### src/rtl/ball_motion.sv
// Breakout ball-position engine: steps the ball once per movement tick, bouncing off
// walls, the paddle and bricks, and flags a ball that drops past the paddle.
module ball_motion #(
  parameter int SCREEN_W  = 640,
  parameter int SCREEN_H  = 480,
  parameter int BALL_SIZE = 8,
  parameter int STEP      = 2,
  parameter int PADDLE_W  = 64,
  parameter int PADDLE_Y  = 440,
  parameter int X_INIT    = 316,
  parameter int Y_INIT    = 300
) (
  input  logic       clock,
  input  logic       reset,
  input  logic       pulse,
  input  logic       launch,
  input  logic       brick_hit,
  input  logic [9:0] paddle_x,
  output logic [9:0] ball_x,
  output logic [9:0] ball_y,
  output logic       moving,
  output logic       ball_lost,
  output logic [1:0] dbg_state
);

  // Handshake: pulse, launch and brick_hit are single-cycle strobes with no
  // back-pressure; each is acted on in the cycle it is high, results appear next cycle.
  typedef enum logic [1:0] {
    IDLE = 2'd0,
    MOVE = 2'd1,
    LOST = 2'd2
  } state_t;

  localparam logic [10:0] STEP_W = 11'(STEP);
  localparam logic [10:0] BS_W   = 11'(BALL_SIZE);
  localparam logic [10:0] PW_W   = 11'(PADDLE_W);
  localparam logic [10:0] PY_W   = 11'(PADDLE_Y);
  localparam logic [10:0] X_MAX  = 11'(SCREEN_W - BALL_SIZE);
  localparam logic [10:0] Y_MAX  = 11'(SCREEN_H - BALL_SIZE);

  state_t state;
  logic   dir_x_right;
  logic   dir_y_down;
  logic   hit_pend;

  logic [10:0] x11, y11, px11;
  logic        dy_down_eff;
  logic [9:0]  nx, ny;
  logic        ndir_x, ndir_y, lost_now;

  assign dbg_state = state;
  assign x11  = {1'b0, ball_x};
  assign y11  = {1'b0, ball_y};
  assign px11 = {1'b0, paddle_x};

  // Next position for a tick in MOVE; all comparisons at 11 bits to avoid wrap.
  always_comb begin
    dy_down_eff = dir_y_down ^ (hit_pend | brick_hit);
    nx       = ball_x;
    ny       = ball_y;
    ndir_x   = dir_x_right;
    ndir_y   = dy_down_eff;
    lost_now = 1'b0;

    if (!dir_x_right) begin
      if (x11 < STEP_W) begin
        nx     = 10'd0;
        ndir_x = 1'b1;
      end else begin
        nx = 10'(x11 - STEP_W);
      end
    end else if (x11 + STEP_W > X_MAX) begin
      nx     = 10'(X_MAX);
      ndir_x = 1'b0;
    end else begin
      nx = 10'(x11 + STEP_W);
    end

    if (!dy_down_eff) begin
      if (y11 < STEP_W) begin
        ny     = 10'd0;
        ndir_y = 1'b1;
      end else begin
        ny = 10'(y11 - STEP_W);
      end
    end else if ((y11 + BS_W + STEP_W >= PY_W) && (y11 + BS_W <= PY_W) &&
                 (x11 + BS_W > px11) && (x11 < px11 + PW_W)) begin
      ny     = 10'(PY_W - BS_W);
      ndir_y = 1'b0;
    end else if (y11 + STEP_W >= Y_MAX) begin
      lost_now = 1'b1;
      nx       = ball_x;
      ny       = ball_y;
    end else begin
      ny = 10'(y11 + STEP_W);
    end
  end

  always_ff @(posedge clock) begin
    if (reset) begin
      state       <= IDLE;
      ball_x      <= 10'(X_INIT);
      ball_y      <= 10'(Y_INIT);
      dir_x_right <= 1'b1;
      dir_y_down  <= 1'b0;
      moving      <= 1'b0;
      ball_lost   <= 1'b0;
      hit_pend    <= 1'b0;
    end else begin
      ball_lost <= 1'b0;
      case (state)
        IDLE: begin
          hit_pend <= 1'b0;
          if (launch) begin
            state       <= MOVE;
            moving      <= 1'b1;
            dir_x_right <= 1'b1;
            dir_y_down  <= 1'b0;
          end
        end
        MOVE: begin
          if (pulse) begin
            hit_pend <= 1'b0;
            if (lost_now) begin
              state     <= LOST;
              moving    <= 1'b0;
              ball_lost <= 1'b1;
            end else begin
              ball_x      <= nx;
              ball_y      <= ny;
              dir_x_right <= ndir_x;
              dir_y_down  <= ndir_y;
            end
          end else if (brick_hit) begin
            hit_pend <= 1'b1;
          end
        end
        LOST: begin
          hit_pend <= 1'b0;
          if (launch) begin
            state       <= IDLE;
            ball_x      <= 10'(X_INIT);
            ball_y      <= 10'(Y_INIT);
            dir_x_right <= 1'b1;
            dir_y_down  <= 1'b0;
          end
        end
        default: begin
          state  <= IDLE;
          moving <= 1'b0;
        end
      endcase
    end
  end

endmodule

### config.mk
export PLATFORM = sky130hd
export DESIGN_NAME = ball_motion
export DESIGN_NICKNAME = d
export VERILOG_FILES = /design/src/rtl/ball_motion.sv
export SDC_FILE = /design/constraint.sdc
export NUM_CORES = 1
export LEC_CHECK = 0
export CAP_MARGIN = 25
export CORE_MARGIN = 4
export CORE_UTILIZATION = 50
export CTS_CLUSTER_SIZE = 16
export DETAILED_ROUTE_END_ITERATION = 10
export GPL_TIMING_DRIVEN = 0
export PLACE_DENSITY = 0.73
export SLEW_MARGIN = 25
export SYNTH_ARGS = -nofsm -noshare
export SYNTH_HDL_FRONTEND = slang
export SYNTH_SLANG_ARGS = --single-unit
### constraint.sdc
create_clock -name clock -period 4.3 [get_ports clock]
set_input_delay 1.29 -clock clock [delete_from_list [all_inputs] [get_ports clock]]
set_output_delay 1.29 -clock clock [all_outputs]
set_load 0.02 [all_outputs]
==> flow_summary.json, run 1 <==
{
  "hpwl_um": 6260,
  "whs_endpoint": "moving",
  "hold_viol": 0,
  "tritoncts": "yes",
  "netlist_area_um2": 2860,
  "hp-start": "moving",
  "synth-async-reset-ratio_pct": 0,
  "powerDensity_nw_per_um2": 169,
  "vias": 3136,
  "die_x_um": 83.6,
  "grtUsageTotal_pct": 22.7,
  "r2r_cells": 13,
  "multi_input_area_um2": 2120,
  "cts_hold_buf": 0,
  "ctsHtreeMaxLevel": 1,
  "start_util_pct": 51.6,
  "critPathLaunchType": "primary input",
  "synth_top_area_share_pct": 17.5,
  "grt_max_degree": 15,
  "cts.repair.resized": 0,
  "viasPerCell": 6.22,
  "status": "finished clean",
  "nets": 475,
  "root_buffer": "clkbuf_8",
  "ys_ff_latch": 25,
  "cts.sinks": 25,
  "synth_area_leaders": "dfxtp_1 18%, ha_1 12%, xnor2_1 4.9%",
  "critPathMaxFanout": 10,
  "io_pins": 39,
  "drv_cap": 0,
  "clk_pin_slew_ps": 100,
  "antenna_found_initial": 0,
  "tightest_slew_ps": 951,
  "post_cts_buffers": 0,
  "switchingPower_uw": 190,
  "finalSetupViolCount": 0,
  "clk-insertion-delay-late_ps": 270,
  "hold_path_depth": 2,
  "seqCellArea_um2": 500,
  "fp.dieArea_um2": 6990,
  "synth_cell_types": 62,
  "yosys.area.top_type": "dfxtp_1",
  "power_frac_seq_pct": 43.6,
  "cts_buffer_depth": 2,
  "cp.required_ps": 4480,
  "slew_headroom_pct": 36.0,
  "syn2layout_area_growth_pct": 17.5,
  "r2r_end": "ball_y[1]",
  "yosysWarnings": 0,
  "grt_pass1_wl_um": 13800,
  "dieHeight_um": 83.6,
  "row_count": 27,
  "drt-total-wl_um": 8120,
  "synthCells": 391,
  "first_pass_iters": 5,
  "worstHoldPathType": "flop to flop",
  "regToRegSetupSlack_ps": 560,
  "crit_path_end_kind": "flop",
  "criticalPathCategory": "primary input to flop",
  "combPwrFrac_pct": 30.6,
  "grt_setup_unrepaired": "no",
  "period_needed_ps": 4150,
  "peakVddDrop_uv": 168,
  "ys_seq_area_share_pct": 17.5,
  "p_clk_share_pct": 25.8,
  "final_max_slew_viol_count": 0,
  "final_antenna_net_count": 0,
  "holdWs_ps": 519,
  "swShare_pct": 33.5,
  "fin_tns_setup_ps": 0,
  "grt-ovfl-total": 0,
  "power.leakage_nw": 1.32,
  "design.core.area_um2": 5540,
  "arrival_ps": 4330,
  "numPortBuffers": 36,
  "n_fill_cell": 572,
  "drive_above_1_share_pct": 5.32,
  "final.period_utilization_pct": 96.6,
  "intPower_uw": 378,
  "gp_congestion": 0.954,
  "fin_skew_ps": 6.16,
  "ys.flop_type": "dfxtp_1",
  "numCtsBuffers": 3,
  "r2r-start": "ball_x[5]",
  "synth_edf_count": 0,
  "grt_pass1_vias": 2941,
  "n_antenna_cell": 0,
  "max_freq_ghz": 0.241,
  "drc_errors": 0,
  "drt-initial-drc-count": 307,
  "syn_area_per_cell_um2": 7.31,
  "routedWlPerCell_um": 16.1
}
==> registers in the layout, summed over array words and instances (netlist names) <==
name / flops
dir_y_down: 1
hit_pend: 1
ball_x: 9
ball_lost: 1
moving: 1
dir_x_right: 1
ball_y: 9
dbg_state: 2
==> worst max-delay path by stage <==
stage / start / endpoint / slack [ps] / depth (start not counted)
finish: paddle_x[6] / ball_y[1] / 150 / 13
global placement: paddle_x[6] / ball_y[1] / -110 / 13
CTS: paddle_x[6] / ball_y[1] / 150 / 13
detailed placement: paddle_x[6] / ball_y[1] / -130 / 13
global route: paddle_x[6] / ball_y[1] / 30 / 13
floorplan: paddle_x[6] / ball_y[1] / 670 / 12
==> Yosys cell counts (3+ instances only) <==
library cell  instances
nor2_1               29
o22a_1                3
a211oi_1              9
buf_4                 5
xor2_1                5
nand3_1              24
a31oi_1               6
nor4_1                4
o21ai_0              16
nor3_1               12
and2_1                3
nor3b_1               5
xnor2_1              16
clkbuf_1             16
and3_1                6
a32oi_1               5
o31ai_1               3
o221ai_1              4
nand4_1               8
a21o_1                4
a21oi_1              27
a21boi_0              3
a221o_1               3
o21a_1                3
o22ai_1               7
ha_1                 27
and4_1                3
inv_1                30
a32o_1                4
dfxtp_1              25
buf_2                 4
o211ai_1              3
nand2_1              32
==> cell type report <==
| type | count | share of cell area [%] |
|---|---|---|
| buffer | 26 | 3.84 |
| clock buffer | 3 | 1.23 |
| clock inverter | 1 | 0.149 |
| inverter | 30 | 3.35 |
| multi-input combinational | 311 | 63.1 |
| sequential | 25 | 14.9 |
| tap | 72 | 2.68 |
| timing repair buffer | 36 | 10.7 |
==> worst max-delay path, cell delays in order <==
cell and delay (ps):
clkdlybuf4s50_1 510, ha_1 270, xnor2_1 130, ha_1 290
a21o_1 160, a21o_1 170, a221oi_1 260, o311a_1 260
a41o_4 270, o21bai_4 100, and2_1 170, buf_2 190
a22o_1 250
==> cells by family after synthesis <==
family	Yosys count	synth area share [%]
AND/OR/NAND/NOR	140	24.9
AO/OA/AOI/OAI	121	30.8
buffers and inverters	56	8.45
adder cells (fa/ha/maj)	27	11.8
flip-flops	25	17.5
XOR/XNOR	21	6.44
other	1	0.131
==> cell usage in the layout (no fill, tap or decap), drive strengths merged, types with 4 or more instances in the layout <==
cell type / netlist / layout
o221ai: 4 / 4
nand3: 24 / 24
nor3b: 5 / 5
nor3: 12 / 12
o22ai: 7 / 7
clkbuf: 16 / 19
nand2: 32 / 32
nor4: 5 / 5
inv: 30 / 30
buf: 10 / 10
and3: 6 / 6
nand4: 8 / 8
a32o: 4 / 4
clkdlybuf4s50: 0 / 36
a21oi: 27 / 27
a32oi: 5 / 5
xor2: 5 / 5
dfxtp: 25 / 25
a21o: 4 / 4
o21ai: 17 / 17
xnor2: 16 / 16
ha: 27 / 27
a211oi: 9 / 9
nor2: 29 / 29
a31oi: 6 / 6
==> per-stage QoR <==
stage | worst slack, ps | instances | power, mW | utilization (%) | cell area [µm²]
2_1_floorplan | 670 | 392 | 0.368 | - | 2860
3_3_place_gp | -113 | 500 | 0.422 | 59.8 | 3310
3_5_place_dp | -127 | 500 | 0.425 | 59.8 | 3310
4_1_cts | 154 | 504 | 0.570 | 60.6 | 3360
5_1_grt | 31.7 | 504 | 0.601 | 60.6 | 3360
6_report | 146 | 504 | 0.568 | 60.6 | 3360
==> routing by layer <==
| metal | global-route usage, % | up-vias | wire length [µm] |
|---|---|---|---|
| li1 | - | 1538 | - |
| met2 | 35.0 | 128 | 3460 |
| met1 | 33.2 | 1459 | 3910 |
| met5 | 0 | - | 0 |
| met4 | 5.85 | 0 | 131 |
| met3 | 3.06 | 11 | 613 |
==> power groups by stage <==
stage	clock network, mW	logic, mW	registers (mW)
final	0.146	0.174	0.248
after global routing	0.159	0.192	0.250
after CTS	0.149	0.173	0.248
after detailed placement	0	0.172	0.253
after global placement	0	0.169	0.253
after floorplan	0	0.110	0.258
(Power assumes the default switching activity.)
==> inputs of run 2 (changes only) <==
--- a/config.mk
+++ b/config.mk
@@ -16,3 +16,4 @@
 export SYNTH_ARGS = -nofsm -noshare
 export SYNTH_HDL_FRONTEND = slang
 export SYNTH_SLANG_ARGS = --single-unit
+export TNS_END_PERCENT = 50
==> results of run 2 <==
Final layout, timing and power as in run 1 (identical DEF).
